**src/rtl/gfx_pkg.sv**
```systemverilog
// Shared graphics definitions for the drawing path: canvas geometry, palette
// width, the transparent colour index, sprite IDs and the blitter state type.
package gfx_pkg;

  localparam int CANVAS_W = 320;
  localparam int CANVAS_H = 240;
  localparam int PIX_DW   = 8;

  localparam logic [PIX_DW-1:0] TRANSPARENT_IDX = 8'h00;

  typedef enum logic [1:0] {
    DOODLE_L = 2'd0,
    DOODLE_R = 2'd1,
    PLATFORM = 2'd2,
    SPRING   = 2'd3
  } sprite_id_e;

  typedef enum logic [1:0] {
    IDLE  = 2'd0,
    RUN   = 2'd1,
    DRAIN = 2'd2,
    DONE  = 2'd3
  } blit_state_t;

endpackage

```
**src/rtl/sprite_blitter.sv**
```systemverilog
// Streams one sprite from an external synchronous ROM into the framebuffer
// write port, skipping transparent pixels and clipping to the canvas.
module sprite_blitter
  import gfx_pkg::*;
#(
  parameter int              W           = CANVAS_W,
  parameter int              H           = CANVAS_H,
  parameter int              DW          = PIX_DW,
  parameter int              SPR_W       = 16,
  parameter int              SPR_H       = 16,
  parameter int              NUM_SPR     = 4,
  parameter logic [DW-1:0]   TRANSPARENT = TRANSPARENT_IDX
) (
  input  logic                                        Clk,
  input  logic                                        Reset,
  input  logic                                        start,
  input  logic [$clog2(NUM_SPR)-1:0]                  spr_id,
  input  logic [9:0]                                  pos_x,
  input  logic [9:0]                                  pos_y,
  input  logic                                        flip_x,
  input  logic                                        hold,
  output logic                                        rom_rd,
  output logic [$clog2(NUM_SPR*SPR_W*SPR_H)-1:0]      rom_addr,
  input  logic [DW-1:0]                               rom_data,
  output logic [9:0]                                  draw_x,
  output logic [9:0]                                  draw_y,
  output logic [DW-1:0]                               draw_color,
  output logic                                        wr_en,
  output logic                                        busy,
  output logic                                        done
);

  localparam int IDW = $clog2(NUM_SPR);
  localparam int SXW = $clog2(SPR_W);
  localparam int SYW = $clog2(SPR_H);

  localparam logic [SXW-1:0] SX_LAST = SXW'(SPR_W - 1);
  localparam logic [SYW-1:0] SY_LAST = SYW'(SPR_H - 1);

  blit_state_t    state_q, state_d;
  logic [IDW-1:0] spr_q, spr_d;
  logic [9:0]     pos_x_q, pos_x_d;
  logic [9:0]     pos_y_q, pos_y_d;
  logic           flip_q, flip_d;
  logic [SXW-1:0] sx_q, sx_d;
  logic [SYW-1:0] sy_q, sy_d;
  logic           drain_q, drain_d;

  // Stage 1 travels alongside the ROM read; stage 2 is the output register.
  logic           s1_valid_q;
  logic [SXW-1:0] s1_sx_q;
  logic [SYW-1:0] s1_sy_q;
  logic           qual_q;
  logic [9:0]     draw_x_q;
  logic [9:0]     draw_y_q;
  logic [DW-1:0]  color_q;

  logic [SXW-1:0] sx_src;
  logic [10:0]    tx;
  logic [10:0]    ty;
  logic           qual_d;

  always_ff @(posedge Clk) begin
    if (!Reset) begin
      state_q <= IDLE;
      spr_q   <= '0;
      pos_x_q <= '0;
      pos_y_q <= '0;
      flip_q  <= 1'b0;
      sx_q    <= '0;
      sy_q    <= '0;
      drain_q <= 1'b0;
    end else begin
      // NOTE: registers take <= so every flop samples pre-edge values together.
      state_q <= state_d;
      spr_q   <= spr_d;
      pos_x_q <= pos_x_d;
      pos_y_q <= pos_y_d;
      flip_q  <= flip_d;
      sx_q    <= sx_d;
      sy_q    <= sy_d;
      drain_q <= drain_d;
    end
  end

  always_comb begin
    // NOTE: hold-by-default assignments keep this block from inferring latches.
    state_d = state_q;
    spr_d   = spr_q;
    pos_x_d = pos_x_q;
    pos_y_d = pos_y_q;
    flip_d  = flip_q;
    sx_d    = sx_q;
    sy_d    = sy_q;
    drain_d = drain_q;

    if (!hold) begin
      unique case (state_q)
        IDLE: begin
          if (start) begin
            spr_d   = spr_id;
            pos_x_d = pos_x;
            pos_y_d = pos_y;
            flip_d  = flip_x;
            sx_d    = '0;
            sy_d    = '0;
            state_d = RUN;
          end
        end
        RUN: begin
          if (sx_q == SX_LAST) begin
            sx_d = '0;
            if (sy_q == SY_LAST) begin
              drain_d = 1'b0;
              state_d = DRAIN;
            end else begin
              sy_d = sy_q + SYW'(1);
            end
          end else begin
            sx_d = sx_q + SXW'(1);
          end
        end
        DRAIN: begin
          if (drain_q) state_d = DONE;
          drain_d = 1'b1;
        end
        DONE:    state_d = IDLE;
        default: state_d = IDLE;
      endcase
    end
  end

  assign sx_src   = flip_q ? (SX_LAST - sx_q) : sx_q;
  assign rom_addr = {spr_q, sy_q, sx_src};
  assign rom_rd   = (state_q == RUN) && !hold;

  // Target coordinates are one bit wider than the ports so off-canvas
  // positions near the 10-bit limit cannot wrap back onto the canvas.
  assign tx     = {1'b0, pos_x_q} + 11'(s1_sx_q);
  assign ty     = {1'b0, pos_y_q} + 11'(s1_sy_q);
  assign qual_d = s1_valid_q && (tx < 11'(W)) && (ty < 11'(H)) &&
                  (rom_data != TRANSPARENT);

  // NOTE: the pipeline has a small fixed set of flops, so all of them are
  // reset; this is what makes every output read 0 right after reset.
  always_ff @(posedge Clk) begin
    if (!Reset) begin
      s1_valid_q <= 1'b0;
      s1_sx_q    <= '0;
      s1_sy_q    <= '0;
      qual_q     <= 1'b0;
      draw_x_q   <= '0;
      draw_y_q   <= '0;
      color_q    <= '0;
    end else if (!hold) begin
      s1_valid_q <= (state_q == RUN);
      s1_sx_q    <= sx_q;
      s1_sy_q    <= sy_q;
      qual_q     <= qual_d;
      draw_x_q   <= tx[9:0];
      draw_y_q   <= ty[9:0];
      color_q    <= rom_data;
    end
  end

  assign draw_x     = draw_x_q;
  assign draw_y     = draw_y_q;
  assign draw_color = color_q;
  assign wr_en      = qual_q && !hold;
  assign busy       = (state_q == RUN) || (state_q == DRAIN);
  assign done       = (state_q == DONE) && !hold;

endmodule

```
**config.mk**
```make
export PLATFORM = sky130hd
export DESIGN_NAME = sprite_blitter
export DESIGN_NICKNAME = d
export VERILOG_FILES = /design/src/rtl/gfx_pkg.sv /design/src/rtl/sprite_blitter.sv
export SDC_FILE = /design/constraint.sdc
export NUM_CORES = 1
export LEC_CHECK = 0
export CORE_AREA = 2 2 90 92
export CTS_BUF_LIST = sky130_fd_sc_hd__clkbuf_4 sky130_fd_sc_hd__clkbuf_8
export DETAILED_ROUTE_END_ITERATION = 6
export DIE_AREA = 0 0 92 94
export HOLD_SLACK_MARGIN = 0.03
export PLACE_DENSITY = 0.8
export REMOVE_ABC_BUFFERS = 1
export SLEW_MARGIN = 0
export SYNTH_ARGS = -nofsm -noshare
export SYNTH_HDL_FRONTEND = slang
export SYNTH_SLANG_ARGS = --single-unit
export TNS_END_PERCENT = 10
```
**constraint.sdc**
```tcl
create_clock -name Clk -period 2 [get_ports Clk]
set_input_delay 0.5 -clock Clk [delete_from_list [all_inputs] [get_ports Clk]]
set_output_delay 0.5 -clock Clk [all_outputs]
set_load 0.05 [all_outputs]
```
Word level (Yosys, flattened, before mapping)
Index checks and enable logic that the tools add are counted.
{ "word_totals": {"ff_bits": 72, "latchBits": 0, "ram_bits": 0, "mem_bits_ro": 0, "in_bits": 35, "word_cells": 65, "n_memories": 0} }
{ "op_classes": {"n_addsub": 5, "multipliers": 0, "div": 0, "order_cmp": 2, "eq_ne": 10, "n_shift": 0, "muxes": 15, "bitwise": 1, "reduce_logical": 17} }
{ "op_table": {"columns": ["cell", "n"], "rows": [
  ["$add 10x4->11", 2],
  ["$mux 4", 5],
  ["$pmux 4 s2", 2],
  ["$lt 11x8->1 const B", 1],
  ["$lt 11x9->1 const B", 1],
  ["$ne 2x2->1 const B", 5],
  ["$reduce_and 5->1", 2],
  ["$add 4x1->4 const B", 2],
  ["$eq 4x4->1 const B", 2],
  ["$mux 2", 4],
  ["$pmux 2 s4", 1],
  ["$reduce_bool 8->1", 1],
  ["$logic_and 1x1->1", 6],
  ["$reduce_and 3->1", 2],
  ["$eq 2x2->1 const B", 2],
  ["$reduce_and 4->1", 1],
  ["$reduce_bool 2->1", 2],
  ["$sub 4x4->4 const A", 1],
  ["$eq 2x1->1 const B", 1],
  ["$logic_not 2->1", 1],
  ["$mux 1", 2],
  ["$pmux 1 s2", 1],
  ["$logic_not 1->1", 1],
  ["$logic_or 1x1->1", 1],
  ["$not 1->1", 1]
]} }

Longest topological paths before layout
Gate-level depths: netlist (run 1).
{ "logic_depth": {"ltp_word": 5, "ltp_mapped": 9, "ltp_nobuf": 9} }

Least setup slack after synthesis (run 1)
No wires, ideal clock.
{ "synth_path": {"path_type": "input to output", "start": "input hold", "end": "output done", "t_arrival_ps": 1745, "required_time_ps": 1500, "slack_ps": -245, "stages": 4, "n_path_buf": 3, "path_cell_list": "buf_2 buf_2 clkbuf_1 nor2b_1"} }
{ "synth_via": {"elab_chain_cells": 2} }
{ "synth_rtl": {"columns": ["item", "line_no", "text"], "rows": [
  ["start: declaration", "sprite_blitter.sv:21", "input logic hold,"],
  ["$logic_not 1->1", "sprite_blitter.sv:171", "assign done = (state_q == DONE) && !hold;"],
  ["$logic_and 1x1->1", "sprite_blitter.sv:171", null],
  ["end: declaration", "sprite_blitter.sv:30", "output logic done"]
]} }
Every way passes these cells.

Worst setup path after layout (run 1)
{ "layout_path": {"start": "register pos_y_q[0]", "end": "register qual_q"} }
{ "layout_via": {"elab_chain_cells": 4} }
{ "layout_rtl": {"columns": ["item", "line_no", "text"], "rows": [
  ["start: declaration", "sprite_blitter.sv:43", "logic [9:0] pos_y_q, pos_y_d;"],
  ["start signal: assignment", "sprite_blitter.sv:78", "pos_y_q <= pos_y_d;"],
  ["$add 10x4->11", "sprite_blitter.sv:140", "assign ty = {1'b0, pos_y_q} + 11'(s1_sy_q);"],
  ["$lt 11x8->1", "sprite_blitter.sv:141", "assign qual_d = s1_valid_q && (tx < 11'(W)) && (ty < 11'(H)) &&"],
  ["$logic_and 1x1->1 (2 in series)", "sprite_blitter.sv:141", null],
  ["end signal: assignment", "sprite_blitter.sv:159", "qual_q <= qual_d;"],
  ["end: declaration", "sprite_blitter.sv:53", "logic qual_q;"]
]} }
Every way passes these cells.
A chain may end at the register's enable or synchronous reset.

==> implementation parameters, run 1 <==
Parameter                              Value

Route
  Per-cell routed wire length ... 13.71 um
  Number of design rule violations left after detail routing ... 0
  Count of antenna-violating nets left after detailed routing ... 0
  Detailed-router iteration count before antenna repair ... 4
  Routed wire length ... around 8.3 mm
  Per-cell via count in the routed design ... slightly above 5
  1st-iter DRT viols ... ~70
  Overall via count from detail_route ... roughly 3,000

Floorplan
  Effective utilization at floorplan ... between 40% and 50%
  Die Width ... between 90 and 100 um
  Number of standard-cell rows in the floorplan ... 32
  Boundary pin count ... between 70 and 80
  Total Die Area ... 8648 sq um
  Height of the die ... between 90 and 100 um
  Core area ... 7607 sq um

Setup path
  FF-to-FF setup slack ... -70 ps
  Worst-path fanout max ... 2
  Required time of the critical path ... 2250 ps
  Worst setup SP type ... flip-flop
  Ordered cell list for the critical path ... ha_1, inv_1, fa_2, nand2b_4, a21oi_2, and3_4, mux2i_1, o2111ai_2, o41ai_2
  Crit Path Class ... reg -> reg
  Endpoint kind of the worst setup timing path ... flip-flop
  Arrival @ worst endpoint ... roughly 2300 ps
  CP max stage cell ... fa_2
  Max stage delay on crit path ... 350 ps

CTS
  Max H-tree Level ... 3
  CTS Buffer Depth ... 2
  Cell at the root of the clock tree ... clkbuf_8
  Register clock-pin slew on the reported worst setup and hold paths ... ~70 ps
  CTS tree ... yes
  Worst skew pair latency ... ~340 ps
  Total clock buffers created by CTS ... 9
  CTS sink count ... 72

Power and ir drop
  Fraction of power consumed by sequential logic ... between 40% and 50%
  Pleak ... between 0.002 and 0.0025 uW
  Peak ir drop on the vdd network ... 0.3321 mV
  Net Sw Frac ... between 20 and 30%
  Internal power of the cells ... 2378 uW
  Fraction of power consumed by combinational cells ... 19.1%
  Part of the power in the clock network ... ~34%
  Switching power of the nets ... around 930 uW
  Ratio of total power to cell area ... around 680 nW/um^2

Place
  DP Worst Slack ... -177.0 ps
  Cell area after placement ... approximately 4600 sq um
  Placer Congestion ... approximately 0.86
  Number of I/O port buffers ... 76
  Detailed placement HPWL ... 5.831 mm
  Instance count after placement with tap cells included ... approximately 590

Final layout
  Area delta synth->final ... 35.50%
  Number of nets in the finished design ... between 500 and 600
  Ratio of cells with drive above 1 in the final layout ... between 10% and 20%
  Number of cells in the finished layout apart from fillers ... 603
  Number of filler instances in the final layout ... 673
  ANT cells ... 0
  Final Util ... around 64%
  Post-layout instance area ... 4871 sq um

Timing
  Actual slew at the worst max-slew pin ... ~510 ps
  Worst Skew ... 5.511 ps
  Unrepaired setup endpoints after global routing ... yes
  Final worst path period share ... 103.3%
  Final Hold Fails ... 0
  Setup TNS Final ... -66.26 ps
  Final count of pins violating max slew ... 0
  Finish-stage setup viols ... 1
  Worst Setup Slack, final ... -66.26 ps
  Fmax ... 484.0 MHz
  Clock period minus final worst setup slack ... 2066 ps
  Max transition margin ... 66.20%

Yosys
  Commonest register cell after synthesis ... dfxtp_1
  Area of the mapped netlist ... 3595 sq um
  Post-synthesis sequential area ratio ... roughly two fifths
  Syn Area/Cell ... 8.746 sq um
  Cell count after synthesis ... between 400 and 500
  Register bit total from synthesis ... slightly above 70
  Ys Warns ... 0
  Post-synth EDFFs ... 0
  Distinct cells, synth ... 45
  Async set-reset flop share out of synthesis ... 0%

Global route
  Total GRT Usage ... a little under 20%
  Vias in the first global route ... around 3,100
  Pin count of the biggest net entering global routing ... 38
  Number of antenna violations at the first check in global routing ... 0
  First-pass GRT wire length ... 13.66 mm
  Overflow after GRT ... 0

Outcome
  Failing checks ... negative setup slack
  Outcome ... finished, violations left

Flow run
  Maximum Capacitance Violations ... 0

Hold path
  Class of the tightest hold or removal check ... reg -> reg
[layout by cell type (no fill, tap or decap), types with 17 or more instances in the layout]
master and n:
nand2_1 72, dfxtp_1 69, buf_4 42, clkdlybuf4s50_1 32
mux2i_1 25, a21boi_0 25, nor2b_1 24, o21ai_0 19
and2_1 19, inv_1 17
[stage by stage]
step | power (uW) | hold WS [ps]
after floorplan | 1908 | 447.8
after global placement | 2184 | 456.4
after detailed placement | 2198 | 458.4
after CTS | 3325 | 468.4
after global routing | 3444 | 499.0
final | 3307 | 465.0
[cells by family after synthesis]
logic type      Yosys count  synth area share [%]
xor+xnor                 23                 5.604
flops                    72                 40.10
compound gates           76                 14.79
buf+inv                  40                 4.351
fa+ha+maj                16                 5.987
simple gates            158                 21.89
mux                      26                 7.275
[cell usage after synthesis (all sizes together), types with 4 or more instances]
cell	count	area, sq um
xor2	15	131.4
xnor2	8	70.07
nand2b	10	62.56
nand2	73	274.0
a21oi	10	53.80
nand3	8	45.04
o211a	4	40.04
nand4	4	25.02
nor2b	24	150.1
inv	17	63.81
mux2i	25	250.2
ha	14	175.2
buf	7	32.53
and2	20	127.6
dfxtp	72	1441
clkbuf	16	60.06
and3	5	31.28
o21ai	22	113.9
nor2	7	26.28
a21boi	25	187.7
[worst max-delay path: cells and delay by family, from the launching register on]
family / cells / cell delay, ps
compound gates: 3 / 480
fa+ha+maj: 2 / 520
buf+inv: 1 / 60
flops: 1 / 340
mux: 1 / 210
simple gates: 2 / 370
[flip-flops by register name, summed over array words and instances (netlist names)]
register and count:
draw_x 10, drain_q 1, spr_q 2, draw_color 8, pos_y_q 10, draw_y 10, s1_valid_q 1, flip_q 1
pos_x_q 10, s1_sx_q 4, qual_q 1, sy_q 4, s1_sy_q 4, state_q 2, sx_q 4
[final timing paths]
kind,cells after the start,to,startpoint
max,9,qual_q$_SDFFE_PN0N_,pos_y_q[0]$_SDFFE_PN0P_
min,2,spr_q[1]$_SDFFE_PN0P_,spr_q[1]$_SDFFE_PN0P_
max reg2reg,9,qual_q$_SDFFE_PN0N_,pos_y_q[0]$_SDFFE_PN0P_
min reg2reg,2,spr_q[1]$_SDFFE_PN0P_,spr_q[1]$_SDFFE_PN0P_
[power by group through the flow]
stage	registers, uW	clock network, uW	logic (uW)
after detailed placement	1570	0	624
after floorplan	1660	0	252
after global placement	1570	0	613
final	1540	1130	631
after global routing	1550	1210	682
after CTS	1540	1150	629
[metal layers]
layer / global-route usage, % / vias to the layer above / share of wire [%]
met5: 0 / - / 0
met4: 6.841 / 0 / 1.4
met3: 4.173 / 10 / 4.4
met2: 35.23 / 72 / 49
met1: 23.76 / 1425 / 45
li1: - / 1539 / -
[layout make-up]
class	instances	area [sq um]	area share, %
inverter	17	63.81	1.310
tap	102	127.6	2.620
timing repair buffer	98	973.4	19.98
sequential	72	1445	29.67
multi-input combinational	299	2071	42.51
clock inverter	4	45.04	0.9247
clock buffer	11	145.1	2.980
[what timing repair did]
action,4_1_cts,5_1_grt
cloned,0,0
setup endpoints to repair,6,17
setup buffers,0,1
hold buffers,0,0
hold endpoints to repair,0,0
pin swaps,2,1
gates resized for setup,10,23
No activity file was read; power rests on OpenSTA's default activity.
==> inputs of run 2 (changes only) <==
--- a/config.mk
+++ b/config.mk
@@ -5,12 +5,13 @@
 export SDC_FILE = /design/constraint.sdc
 export NUM_CORES = 1
 export LEC_CHECK = 0
-export CORE_AREA = 2 2 90 92
+export CORE_AREA = 2 2 82 84
 export CTS_BUF_LIST = sky130_fd_sc_hd__clkbuf_4 sky130_fd_sc_hd__clkbuf_8
 export DETAILED_ROUTE_END_ITERATION = 6
-export DIE_AREA = 0 0 92 94
+export DIE_AREA = 0 0 84 86
+export DONT_BUFFER_PORTS = 1
 export HOLD_SLACK_MARGIN = 0.03
-export PLACE_DENSITY = 0.8
+export PLACE_DENSITY = 0.77
 export REMOVE_ABC_BUFFERS = 1
 export SLEW_MARGIN = 0
 export SYNTH_ARGS = -nofsm -noshare
==> constraint.sdc (replaced) <==
create_clock -name Clk -period 2 [get_ports Clk]
set_input_delay 0.3 -clock Clk [delete_from_list [all_inputs] [get_ports Clk]]
set_output_delay 0.3 -clock Clk [all_outputs]
set_load 0.05 [all_outputs]
==> run 2 against run 1 <==
Compared with the run above: the run now ends clean; maximum frequency increased by 3.9%; die area decreased by 16%; setup slack improved by 78 ps; cell area decreased by 15%; critical path type unchanged; highest routed layer unchanged.
==> implementation parameters, run 2 (synthesized netlist as in run 1, its figures left out) <==
Parameter                              Value

Outcome
  Outcome ... finished clean

Timing
  Clock period minus final worst setup slack ... slightly below 2000 ps
  Finish-stage setup viols ... 0
  Actual slew at the worst max-slew pin ... 519.7 ps
  Final Hold Fails ... 0
  Setup TNS Final ... 0 ps
  Final count of pins violating max slew ... 0
  Tightest hold margin ... roughly 70 ps
  Fmax ... 503.1 MHz
  Worst Skew ... roughly 11 ps
  Final worst path period share ... between 90 and 100%
  Unrepaired setup endpoints after global routing ... yes
  Max transition margin ... 65.30%

Floorplan
  Height of the die ... 86 um
  Number of standard-cell rows in the floorplan ... 29
  Total Die Area ... between 7000 and 8000 sq um
  Core area ... ~6300 sq um
  Die Width ... 84 um
  Effective utilization at floorplan ... between 50 and 60%
  Boundary pin count ... slightly below 80

Setup path
  Worst-path fanout max ... 2
  Worst setup SP type ... flip-flop
  Required time of the critical path ... about 2300 ps
  Endpoint kind of the worst setup timing path ... flip-flop
  Crit Path Class ... reg -> reg
  Arrival @ worst endpoint ... roughly 2300 ps

Final layout
  ANT cells ... 0
  Number of nets in the finished design ... 480
  Number of filler instances in the final layout ... between 500 and 600
  Area delta synth->final ... 15.49%
  Commonest cells after routing, fill and taps aside ... nand2_1 (72), dfxtp_1 (69), buf_4 (29)
  Most common cell after layout, fill and taps aside ... nand2_1
  Area used by sequential logic in the layout ... 1445 sq um
  Multi-input logic area ... roughly 2100 sq um
  Ratio of cells with drive above 1 in the final layout ... ~16%

Route
  Count of antenna-violating nets left after detailed routing ... 0
  Number of design rule violations left after detail routing ... 0
  1st-iter DRT viols ... 71
  Overall via count from detail_route ... between 2,000 and 3,000
  Per-cell routed wire length ... ~14 um
  Routed wire length ... approximately 7.4 mm
  Detailed-router iteration count before antenna repair ... 4
  Per-cell via count in the routed design ... ~5.4

Global route
  Vias in the first global route ... 2,712
  Number of antenna violations at the first check in global routing ... 0
  Total GRT Usage ... a little over a fifth
  Pin count of the biggest net entering global routing ... 72
  First-pass GRT wire length ... ~12 mm
  Overflow after GRT ... 0

CTS
  Total clock buffers created by CTS ... 9
  CTS sink count ... 72
  Worst skew pair latency ... around 350 ps
  Cell at the root of the clock tree ... clkbuf_8
  CTS tree ... yes
  Register clock-pin slew on the reported worst setup and hold paths ... approximately 80 ps
  CTS Buffer Depth ... 2
  Max H-tree Level ... 3

Power and ir drop
  Post-layout total power ... between 3000 and 4000 uW
  Peak ir drop on the vdd network ... roughly 0.62 mV
  Pleak ... 0.001684 uW
  Ratio of total power to cell area ... between 700 and 800 nW/um^2

Place
  Placer Congestion ... approximately 0.8
  Detailed placement HPWL ... between 4 and 5 mm
  Number of I/O port buffers ... 0

Hold path
  Class of the tightest hold or removal check ... in -> reg

Flow run
  Maximum Capacitance Violations ... 0
-- run 2: final timing paths --
kind | from | to | slack, ps | depth (start not counted)
setup / recovery | pos_y_q[0]$_SDFFE_PN0P_ | qual_q$_SDFFE_PN0N_ | 10 | 9
hold / removal | Reset | draw_y[2]$_SDFFE_PN0N_ | 70 | 1
setup reg to reg | pos_y_q[0]$_SDFFE_PN0P_ | qual_q$_SDFFE_PN0N_ | 10 | 9
hold reg to reg | pos_x_q[0]$_SDFFE_PN0P_ | pos_x_q[0]$_SDFFE_PN0P_ | 470 | 2
-- run 2: metal layers --
layer  vias to the layer above  wire [um]  GRT usage, %
li1                       1407          -             -
met1                      1265       3286         26.17
met2                        78       3541         34.76
met3                        10        453         5.775
met4                         0        120         10.41
met5                         -          0             0
-- run 2: power breakdown --
group          switching, uW  total, uW  internal, uW
sequential               138       1630          1490
clock                    547       1320           769
combinational            197        346           148
total                    883       3290          2410
-- run 2: area by class of cell --
type                       count  area share, %
inverter                      17          1.537
sequential                    72          34.81
clock buffer                  12          3.677
tap                           77          2.321
multi-input combinational    299          50.27
clock inverter                 4          1.869
timing repair buffer          30          5.515
-- run 2: worst max-delay path, stage by stage (launching register included) --
cell and delay [ps]:
dfxtp_2 360, ha_4 130, inv_1 50, fa_2 340
nand2b_4 160, a21oi_4 140, and3_4 210, mux2i_1 180
o2111ai_1 140, o41ai_2 200
-- run 2: timing repair --
action | CTS | global route
setup endpoints to repair | 4 | 5
pin swaps | 3 | 3
hold buffers | 0 | 0
setup buffers | 0 | 1
endpoints found under the hold margin | 0 | 0
gates resized for setup | 12 | 10
-- run 2: metrics by stage --
stage / cell area, sq um / utilization (%) / instances / setup slack [ps]
floorplan: 3502 / - / 388 / -52.57
global placement: 3819 / 60.83 / 494 / -65.42
detailed placement: 3819 / 60.83 / 494 / -117.1
CTS: 4099 / 65.30 / 510 / 1.203
global route: 4151 / 66.14 / 511 / -111.7
finish: 4151 / 66.14 / 511 / 12.16
==> inputs of run 3 (changes only) <==
--- a/config.mk
+++ b/config.mk
@@ -5,13 +5,13 @@
 export SDC_FILE = /design/constraint.sdc
 export NUM_CORES = 1
 export LEC_CHECK = 0
-export CORE_AREA = 2 2 82 84
+export CORE_AREA = 2 2 81 83
 export CTS_BUF_LIST = sky130_fd_sc_hd__clkbuf_4 sky130_fd_sc_hd__clkbuf_8
 export DETAILED_ROUTE_END_ITERATION = 6
-export DIE_AREA = 0 0 84 86
+export DIE_AREA = 0 0 83 85
 export DONT_BUFFER_PORTS = 1
 export HOLD_SLACK_MARGIN = 0.03
-export PLACE_DENSITY = 0.77
+export PLACE_DENSITY = 0.76
 export REMOVE_ABC_BUFFERS = 1
 export SLEW_MARGIN = 0
 export SYNTH_ARGS = -nofsm -noshare
==> constraint.sdc (replaced) <==
create_clock -name Clk -period 2.1 [get_ports Clk]
set_input_delay 0.315 -clock Clk [delete_from_list [all_inputs] [get_ports Clk]]
set_output_delay 0.315 -clock Clk [all_outputs]
set_load 0.05 [all_outputs]
==> run 3 against run 2 <==
Compared with the run above: sequential share of layout area is 1.1 points higher; cell area decreased by 3.3%; via count shrank 0.98%; setup slack improved by 20 ps; worst hold slack gained 35 ps; critical endpoint unchanged; clock power decreased by 21%; non-clock buffer count down 7; largest power group unchanged; global-route usage down 0.38 points; combinational power shrank 9.2%; highest routed layer unchanged.
==> implementation parameters, run 3 (synthesized netlist as in run 1, its figures left out) <==
Parameter                              Value

Global route
  Global-route met3 utilization ... 7.588%
  Most used routing layer ... met2
  Global routing usage on met2 ... between 30% and 40%
  Pin count of the biggest net entering global routing ... 72
  First-pass GRT wire length ... around 12 mm
  Number of antenna violations at the first check in global routing ... 0
  Overflow after GRT ... 0
  GR Layer Usage met1 ... 24.25%
  Vias in the first global route ... between 2,000 and 3,000
  Total GRT Usage ... between 20% and 30%

Timing
  Unrepaired setup endpoints after global routing ... yes
  Final Hold Fails ... 0
  Worst Skew ... around 5.0 ps
  Max transition margin ... 65.23%
  Clock period minus final worst setup slack ... between 2000 and 2500 ps
  Final count of pins violating max slew ... 0
  Actual slew at the worst max-slew pin ... 520.8 ps
  Fmax ... about 480 MHz
  Finish-stage setup viols ... 0
  Final worst path period share ... 98.46%
  Setup TNS Final ... 0 ps

CTS
  Register clock-pin slew on the reported worst setup and hold paths ... ~70 ps
  CTS tree ... yes
  Max H-tree Level ... 3
  CTS sink count ... slightly above 70
  CTS Buffer Depth ... 2
  Total clock buffers created by CTS ... 9
  Setup bufs post-CTS ... 0
  Cell at the root of the clock tree ... clkbuf_8
  Worst skew pair latency ... ~330 ps

Route
  Per-cell via count in the routed design ... 5.433
  Detailed-router iteration count before antenna repair ... 4
  Number of design rule violations left after detail routing ... 0
  Per-cell routed wire length ... between 10 and 15 um
  Count of antenna-violating nets left after detailed routing ... 0
  Routed wire length ... 7.209 mm
  1st-iter DRT viols ... ~120
  Overall via count from detail_route ... about 2,700

Power and ir drop
  Peak ir drop on the vdd network ... 0.5001 mV
  Pleak ... between 0.0015 and 0.002 uW
  Ratio of total power to cell area ... between 700 and 800 nW/um^2

Setup path
  Required time of the critical path ... around 2300 ps
  Crit Path Class ... reg -> reg
  Number of cell instances on the worst register-to-register path ... 9
  Worst-path fanout max ... 3
  Worst setup SP type ... flip-flop
  Endpoint kind of the worst setup timing path ... flip-flop
  Arrival @ worst endpoint ... 2290 ps

Floorplan
  Height of the die ... 85 um
  Effective utilization at floorplan ... slightly below 60%
  Boundary pin count ... between 70 and 80
  Total Die Area ... 7055 sq um
  Die Width ... just over 80 um
  Core area ... 6205 sq um
  Number of standard-cell rows in the floorplan ... 29

Place
  Number of I/O port buffers ... 0
  Cell area after placement ... about 3800 sq um
  Placer Congestion ... 0.9132
  Detailed placement HPWL ... slightly below 5 mm

Final layout
  Area delta synth->final ... 11.63%
  Commonest cells after routing, fill and taps aside ... nand2_1 (73), dfxtp_1 (71), mux2i_1 (25), a21boi_0 (25), nor2b_1 (24)
  Number of filler instances in the final layout ... roughly 550
  Most common cell after layout, fill and taps aside ... nand2_1
  Ratio of cells with drive above 1 in the final layout ... ~13%
  Number of nets in the finished design ... between 400 and 500
  ANT cells ... 0
  Post-layout instance area ... ~4000 sq um

Outcome
  Outcome ... finished clean

Hold path
  Class of the tightest hold or removal check ... in -> reg
  Hold Path Depth ... 1

Flow run
  Maximum Capacitance Violations ... 0
[run 3: final timing paths]
| check | from | to | slack, ps |
|---|---|---|---|
| hold reg to reg | pos_y_q[3]$_SDFFE_PN0P_ | pos_y_q[3]$_SDFFE_PN0P_ | 480 |
| setup reg to reg | s1_sx_q[0]$_SDFFE_PN0N_ | qual_q$_SDFFE_PN0N_ | 30 |
| setup / recovery | s1_sx_q[0]$_SDFFE_PN0N_ | qual_q$_SDFFE_PN0N_ | 30 |
| hold / removal | Reset | draw_y[1]$_SDFFE_PN0N_ | 110 |
[run 3: cell type report]
| class | instances | area, sq um | share of cell area [%] |
|---|---|---|---|
| inverter | 17 | 63.81 | 1.590 |
| sequential | 72 | 1443 | 35.95 |
| multi-input combinational | 299 | 2046 | 50.98 |
| tap | 77 | 96.34 | 2.401 |
| clock inverter | 2 | 12.51 | 0.3118 |
| clock buffer | 13 | 178.9 | 4.459 |
| timing repair buffer | 23 | 172.7 | 4.303 |
[run 3: routing by layer]
layer	wire [um]	up-vias
li1	-	1390
met1	3224	1263
met2	3455	72
met3	462	8
met4	66	0
met5	0	-
[run 3: worst max-delay path, cell delays in order (launching register included)]
cell and delay (ps):
dfxtp_1 350, ha_2 200, inv_1 50, fa_1 430, nand2b_4 190, a21oi_2 190, a32oi_1 120, o21ai_1 150
o311a_1 200, o41ai_2 80
[run 3: what timing repair did]
item	CTS	global route
pin swaps	1	1
setup endpoints to repair	3	4
gates resized for setup	3	10
hold buffers	0	0
[run 3: stage by stage]
step | setup WS (ps) | util (%) | cells | hold slack, ps | total power [uW]
3_5_place_dp | -9.727 | 60.82 | 488 | 446.9 | 1898
4_1_cts | 20.69 | 64.17 | 503 | 89.26 | 2939
5_1_grt | -51.85 | 64.67 | 503 | 83.06 | 3034
2_1_floorplan | 47.43 | - | 388 | 436.7 | 1817
3_3_place_gp | 30.66 | 60.82 | 488 | 444.8 | 1890
6_report | 32.27 | 64.67 | 503 | 106.0 | 2907
[run 3: power breakdown]
part / switching (uW) / total, uW / leakage, uW / internal (uW)
Clock: 489 / 1040 / 0.0000975 / 550
Sequential: 132 / 1550 / 0.000586 / 1420
Combinational: 181 / 314 / 0.000941 / 133
